<file path="src/rtl/cordic_hyp_gain_comp.sv">
// Gain compensation for a hyperbolic CORDIC vectoring result: serial shift-add
// multiply of X by 1/K_h with rounding and saturation. Optional macro CORDIC_HYP_LN_MODE_EN doubles Z (ln mode).
module cordic_hyp_gain_comp #(
   parameter logic [15:0] GAIN_INV = 16'h26A4
) (
   input  logic        clk,
   input  logic        rst,
   input  logic        in_valid,
   output logic        in_ready,
   input  logic [15:0] in_x,
   input  logic [15:0] in_z,
   output logic        out_valid,
   input  logic        out_ready,
   output logic [15:0] out_mag,
   output logic [15:0] out_ang,
   output logic        out_sat
);

   typedef enum logic [1:0] {IDLE, MUL, DONE} state_t;

   state_t             state, state_nx;
   logic [15:0]        x_q, z_q;
   logic signed [31:0] acc_q, acc_nx, addend;
   logic [3:0]         bit_q;
   logic signed [32:0] rnd, rnd_sh;
   logic [15:0]        mag_nx, ang_nx;
   logic               mag_sat, ang_sat;
   logic               accept;

   assign in_ready = (state == IDLE) && !rst;
   assign accept   = in_valid && in_ready;

   always_ff @(posedge clk) begin
      if (rst) state <= IDLE;
      else     state <= state_nx;
   end

   always_comb begin
      state_nx = state;
      case (state)
         IDLE:    if (accept) state_nx = MUL;
         MUL:     if (bit_q == 4'd15) state_nx = DONE;
         DONE:    if (out_ready) state_nx = IDLE;
         default: state_nx = IDLE;
      endcase
   end

   // One multiplier bit per cycle, LSB first; results are formed from acc_nx
   // so the final partial product lands in the same edge that enters DONE.
   always_comb begin
      addend = '0;
      if (GAIN_INV[bit_q]) addend = $signed({{16{x_q[15]}}, x_q}) <<< bit_q;
      acc_nx = acc_q + addend;
      rnd    = {acc_nx[31], acc_nx} + 33'sd4096;
      rnd_sh = rnd >>> 13;
      mag_nx  = rnd_sh[15:0];
      mag_sat = 1'b0;
      if (rnd_sh > 33'sd32767) begin
         mag_nx  = 16'h7FFF;
         mag_sat = 1'b1;
      end else if (rnd_sh < -33'sd32768) begin
         mag_nx  = 16'h8000;
         mag_sat = 1'b1;
      end
   end

`ifdef CORDIC_HYP_LN_MODE_EN
   logic [16:0] z_dbl;
   always_comb begin
      z_dbl   = {z_q, 1'b0};
      ang_nx  = z_dbl[15:0];
      ang_sat = 1'b0;
      if (z_dbl[16] != z_dbl[15]) begin
         ang_nx  = z_dbl[16] ? 16'h8000 : 16'h7FFF;
         ang_sat = 1'b1;
      end
   end
`else
   always_comb begin
      ang_nx  = z_q;
      ang_sat = 1'b0;
   end
`endif

   always_ff @(posedge clk) begin
      if (rst) begin
         x_q       <= '0;
         z_q       <= '0;
         acc_q     <= '0;
         bit_q     <= '0;
         out_valid <= 1'b0;
         out_mag   <= '0;
         out_ang   <= '0;
         out_sat   <= 1'b0;
      end else begin
         case (state)
            IDLE: if (accept) begin
               x_q   <= in_x;
               z_q   <= in_z;
               acc_q <= '0;
               bit_q <= '0;
            end
            MUL: begin
               acc_q <= acc_nx;
               bit_q <= bit_q + 4'd1;
               if (bit_q == 4'd15) begin
                  out_mag   <= mag_nx;
                  out_ang   <= ang_nx;
                  out_sat   <= mag_sat | ang_sat;
                  out_valid <= 1'b1;
               end
            end
            DONE: if (out_ready) out_valid <= 1'b0;
            default: ;
         endcase
      end
   end

endmodule

</file>
<file path="config.mk">
export PLATFORM = sky130hd
export DESIGN_NAME = cordic_hyp_gain_comp
export DESIGN_NICKNAME = d
export VERILOG_FILES = /design/src/rtl/cordic_hyp_gain_comp.sv
export SDC_FILE = /design/constraint.sdc
export NUM_CORES = 1
export LEC_CHECK = 0
export CAP_MARGIN = 25
export CORE_ASPECT_RATIO = 0.75
export CORE_UTILIZATION = 51
export CTS_CLUSTER_SIZE = 24
export DETAILED_ROUTE_END_ITERATION = 10
export PLACE_DENSITY = 0.75
export SYNTH_ARGS = -nofsm -noshare
export SYNTH_HDL_FRONTEND = slang
export SYNTH_SLANG_ARGS = --single-unit
</file>
<file path="constraint.sdc">
create_clock -name clk -period 4.8 [get_ports clk]
set_input_delay 0.96 -clock clk [delete_from_list [all_inputs] [get_ports clk]]
set_output_delay 0.96 -clock clk [all_outputs]
set_load 0.02 [all_outputs]
</file>
---- After elaboration in Yosys (flattened, before gate mapping) ----
Memory sizes are Yosys's and may differ from the RTL's. A register that Yosys moved wholly into a read port is not among the register bits.
Cells that the tools add are included.
storage, ports and cells
  register bits after elaboration ......... 104
  bits in read-only memories .............. 16
  input port bits ......................... 36
  output and inout bits ................... 35
  logic and storage cells ................. 53
  memories kept ........................... 1
cells by class
  add/subtract/negate cells ............... 3
  order comparisons ....................... 3
  equality and inequality tests ........... 6
  shift-type cells ........................ 1
  muxes and demuxes ....................... 19
  reduce and logical (&&, ||, !) cells .... 11
memory list
  memory            depth  width  read ports  clocked after memory_dff  wr ports  RTL line  text
  (name not given)  16     1      1           1                         0         52        if (GAIN_INV[bit_q]) addend = $signed({{16{x_q[15]}}, x_q}) <<< bit_q;
operator list
  cell                                                              number
  2-to-1 mux 32 bit                                                 2
  case mux 32 bit (2 select lines)                                  1
  adder 32 x 14 -> 33 bit (second input constant)                   1
  adder 32 bit                                                      1
  2-to-1 mux 16 bit                                                 2
  <<< shifter 16 x 4 -> 32 bit                                      1
  greater-than comparator 20 x 16 -> 1 bit (second input constant)  1
  less-than comparator 20 x 16 -> 1 bit (second input constant)     1
  2-to-1 mux 4 bit                                                  3
  case mux 4 bit (2 select lines)                                   1
  2-to-1 mux 2 bit                                                  3
  inequality test 2 bit (second input constant)                     3
  case mux 2 bit (3 select lines)                                   1
  AND reduction 2 bit                                               3
  AND reduction 3 bit                                               2
  less-than comparator 4 x 5 -> 1 bit (second input constant)       1
  2-to-1 mux 1 bit                                                  5
  adder 4 x 1 -> 4 bit (second input constant)                      1
  == test 4 bit (second input constant)                             1
  nonzero test 2 bit                                                2
  == test 2 x 1 -> 1 bit (second input constant)                    1
  == test 2 bit (second input constant)                             1
  logical AND 1 bit                                                 2
  zero test 2 bit                                                   1
  other kinds (2)                                                   2

---- Logic depth before layout (Yosys ltp) ----
  depth in word-level cells ............... 8
  depth in mapped cells ................... 24
  mapped depth without buffers ............ 22

---- Worst setup path after synthesis ----
No wires, ideal clock.
  path type ............................... reg-to-reg
  start ................................... register bit_q[0]
  end ..................................... register out_mag[0]
  library setup time ...................... 0.139 ns
  arrival ................................. 5.063 ns
  required time ........................... 4.661 ns
  slack ................................... -0.402 ns
  stages on the path, launching flop included .. 23
  buffers on the path ..................... 2
  clock period less this slack ............ 5.202 ns
  cell sequence ........................... dfxtp_1 -> clkbuf_1 -> mux4_2 -> mux2i_1 -> nor2_1 -> a21oi_1 -> nor2_1 -> ha_1 -> and3_1 -> a221oi_1 -> or2_2 -> nand3_1 -> xor2_1 -> ha_1 -> nand3b_1 -> nor4_4 -> nand4_2 -> nor4_4 -> xnor2_1 -> nand3_1 -> o21ai_2 -> buf_4 -> a211oi_1
on the way
  longest elaborated chain between the ends .. 7
  elaborated cells on any way between the ends .. 10
  those cells by class .................... add/sub (2); order compare (2); eq/ne (1); shift (1); mux (3); reduce/logical (1)
ends and longest elaborated chain
  what                                   RTL line  text
  start: declaration                     24        logic [3:0] bit_q;
  start signal: assignment               105       bit_q <= bit_q + 4'd1;
  <<< shifter 16 x 4 -> 32 bit           52
  2-to-1 mux 32 bit                      52
  adder 32 bit                           53        acc_nx = acc_q + addend;
  adder 32 x 14 -> 33 bit                54        rnd = {acc_nx[31], acc_nx} + 33'sd4096;
  less-than comparator 20 x 16 -> 1 bit  61        end else if (rnd_sh < -33'sd32768) begin
  2-to-1 mux 16 bit                      61
  2-to-1 mux 16 bit                      58        if (rnd_sh > 33'sd32767) begin
  end signal: assignment                 107       out_mag <= mag_nx;
  end: declaration                       14        output logic [15:0] out_mag,
Several ways; a longest one is shown, not always the timed one.
A chain may end at the register's enable or synchronous reset.

---- Worst setup path in the final report ----
  start ................................... register bit_q[1]
  end ..................................... register out_mag[13]
Same word-level chain as after synthesis.

==> run_results.csv <==
group,metric,value,unit
outcome,run_status,"complete, but fails checks",
outcome,violations,"DRC, setup timing",
placement,hpwl,15800,um
yosys,synth_top_area_cell,"sky130_fd_sc_hd__dfxtp_1",
route,route.final.wire_length,23000,um
final_layout,total_nets_final,1207,
pwr,total_power_per_unit_cell_area,195,nW/um^2
placement,routabilityCongestion,0.976,
setup_path,worst_setup_path_end_kind,"flop",
floorplan,core.rowCount,36,
setup_path,crit_path_cell_trace,"buf_12, mux2i_2, mux2i_1, mux2i_1, a221oi_1, buf_4, ha_1, a21oi_1, o21ai_1, nor2_2, a41oi_2, a221o_1, xnor2_1, or2_4, nor4_4, xor2_2, o31ai_4, clkbuf_16, nand2_1, a211oi_1",
clocking,clockRootBuffer,"sky130_fd_sc_hd__clkbuf_16",
sta,timing.final.crit_share,1.06,
placement,dp.cells,1272,
final_layout,n_antenna_cell,0,
sta,maxClockFrequency,196,MHz
clocking,cts_tree,"yes",
sta,final_period_minus_worst_setup_slack,5.09,ns
final_layout,multi_input_area,4990,sq um
clocking,cts_sinks,105,
route,final_antenna_net_count,0,
final_layout,fin_area,9770,sq um
clocking,htree_num_levels,3,
final_layout,layoutNonFillerInstCount,1311,
yosys,synth_top_area_share,0.296,
final_layout,fin_util,0.735,
clocking,cts.reportedPaths.clkPinSlew,0.08,ns
clocking,numCtsBuffers,9,
pwr,peakVddDrop,0.000190,V
pwr,p_leak,3.93,nW
final_layout,mostFrequentLayoutCells,"sky130_fd_sc_hd__nand2_1 (169), sky130_fd_sc_hd__buf_4 (158), sky130_fd_sc_hd__a21oi_1 (106)",
setup_path,worst_r2r_path_depth,20,
setup_path,timing.setup.critical_path_class,"flop to flop",
yosys,syn-mean-instance-area,7.49,sq um
sta,worst-slew-pin-transition,0.935,ns
clocking,maximum_number_of_buffers_from_clock_root_to_sink,2,
route,num_vias,7692,
setup_path,total_buffers_and_inverters_traversed_by_the_critical_path,3,
floorplan,die_h,104,um
yosys,synth_flop_type,"sky130_fd_sc_hd__dfxtp_1",
yosys,netlist_area,7100,sq um
flow_run,max_cap_viol_count,0,
sta,maxSlewHeadroom,0.376,
yosys,synth-seq-area-share,0.296,
floorplan,floorplan.core_area,13300,sq um
sta,report.final.setup_viol,16,
pwr,fin_total_pwr,1.91,mW
setup_path,crit_path_frequent_cell,"sky130_fd_sc_hd__mux2i_1",
hold_path,hold_depth,2,
route,drc,6,
yosys,synth_area_leaders,"sky130_fd_sc_hd__dfxtp_1 (30%), sky130_fd_sc_hd__nand2_1 (9.2%), sky130_fd_sc_hd__a21oi_1 (7.8%)",
yosys,post_synth_inst_count,948,
yosys,synthesis.yosys.warnings,0,
yosys,postSynthNetCount,1020,
sta,final_worst_setup_slack,-0.290,ns
route,viasPerCell,5.87,
setup_path,worst-endpoint-required,5.06,ns
yosys,post_synth_edffs,0,
global_route,antenna_found_initial,0,
final_layout,layout_fillers,972,
floorplan,ioPinCount,71,
yosys,synth_cell_type_count,67,
setup_path,critical_path.slowest_cell,"sky130_fd_sc_hd__o31ai_4",
placement,place_worst_setup_slack,-0.276,ns
setup_path,worst_path_dominant_cell_family,"compound AO/OA/AOI/OAI gates",
final_layout,area.sequential,2110,sq um
sta,finalHoldViolCount,0,
global_route,via_count_of_the_first_global_routing_pass,6864,
setup_path,biggest_fanout_along_the_worst_timing_path,9,
setup_path,instance_count_on_the_critical_path,20,
sta,fin_setup_tns,-3.66,ns
final_layout,mostFrequentLayoutCell,"sky130_fd_sc_hd__nand2_1",
setup_path,crit_path_start_kind,"flop",
clocking,clk_latency,0.36,ns
placement,portBuffers,70,
sta,setup_repair_after_global_routing_missed_its_margin,"true",
sta,clock_skew_after_layout,0.0139,ns
placement,detailed_place.area,8960,sq um
setup_path,worst_path_largest_cell_delay,0.39,ns
global_route,maximum_number_of_pins_on_one_net_before_global_route_repair,86,
final_layout,flow.area_growth_from_synthesis,37.6,%
global_route,remaining_global_route_overflow,0,
floorplan,starting_density,0.534,
clocking,cts-hold-fix-buffers,0,
yosys,ys_seq_elements,105,
floorplan,dieWidth,138,um
route,avgRoutedWirePerCell,17.5,um
hold_path,worstHoldPathType,"flop to flop",
sta,final_max_slew_viol_count,0,
floorplan,design.die.area,14400,sq um
sta,hold-worst-slack,0.450,ns
global_route,global_route.usage.total,0.304,
final_layout,share_of_post_route_cells_with_drive_strength_above_1,0.241,
route,drtPass1Iterations,8,
route,drtIter0Drc,670,
yosys,ys_async_sr_fraction,0,
setup_path,worst_ep_arrival_time,5.35,ns
global_route,grt_pass1_wl,35200,um
-- worst paths after layout --
path                                 from           to  slack, ns
worst max-delay path             bit_q[1]  out_mag[13]      -0.29
worst min register to register  ang_nx[5]   out_ang[5]       0.45
worst min-delay path            ang_nx[5]   out_ang[5]       0.45
worst max register to register   bit_q[1]  out_mag[13]      -0.29
-- cells in the mapped netlist, types with 17 or more instances --
library cell	count
sky130_fd_sc_hd__a21oi_1	110
sky130_fd_sc_hd__nor2_1	99
sky130_fd_sc_hd__dfxtp_1	105
sky130_fd_sc_hd__inv_1	21
sky130_fd_sc_hd__a21o_1	22
sky130_fd_sc_hd__xnor2_1	23
sky130_fd_sc_hd__ha_1	35
sky130_fd_sc_hd__a211oi_1	17
sky130_fd_sc_hd__mux2i_1	31
sky130_fd_sc_hd__o21ai_0	28
sky130_fd_sc_hd__nand3_1	32
sky130_fd_sc_hd__clkbuf_1	41
sky130_fd_sc_hd__nand2_1	174
-- cell families after synthesis --
logic type,Yosys count,share of synthesized area
AND/OR/NAND/NOR,392,0.251
AO/OA/AOI/OAI,257,0.234
flip-flops,105,0.296
buffers and inverters,81,0.0465
multiplexers,40,0.0627
XOR/XNOR,37,0.0456
adder cells (fa/ha/maj),36,0.0645
-- layer usage --
layer | vias to the layer above | GRT usage | routed length [um]
met5 | - | 0 | 0
met4 | 0 | 0.0803 | 487
met3 | 53 | 0.0612 | 1890
met2 | 377 | 0.469 | 10200
met1 | 3529 | 0.428 | 10400
li1 | 3733 | - | -
-- power by group --
| part | total [mW] | internal (mW) | switching [mW] |
|---|---|---|---|
| Clock | 0.802 | 0.420 | 0.382 |
| Combinational | 0.209 | 0.0940 | 0.115 |
| Sequential | 0.899 | 0.884 | 0.0149 |
-- state kept, by name (all words and copies together), names as in the netlist, named ones only --
register / cells
out_sat: 1
out_valid: 1
out_mag: 16
acc_q: 32
bit_q: 4
state: 2
out_ang: 16
ang_nx: 16
x_q: 16
-- final cells by class --
type                            instances  area share
Sequential cell                       105       0.216
Inverter                               21     0.00807
Tap cell                              171      0.0219
Clock inverter                          7     0.00999
Clock buffer                            9      0.0231
Multi-Input combinational cell        762       0.511
Timing Repair Buffer                  236       0.210
-- repair_timing --
action | 4_1_cts | 5_1_grt
gates cloned | 0 | 3
endpoints found under the setup margin | 17 | 17
gates resized for setup | 33 | 31
pin swaps | 15 | 16
buffers inserted | 11 | 9
-- tightest hold or removal path: stages (launching register included) --
cell,delay [ns]
sky130_fd_sc_hd__dfxtp_1,0.31
sky130_fd_sc_hd__nand2_1,0.05
sky130_fd_sc_hd__a21oi_1,0.05
Note: power is estimated with default switching activity, not from simulation.
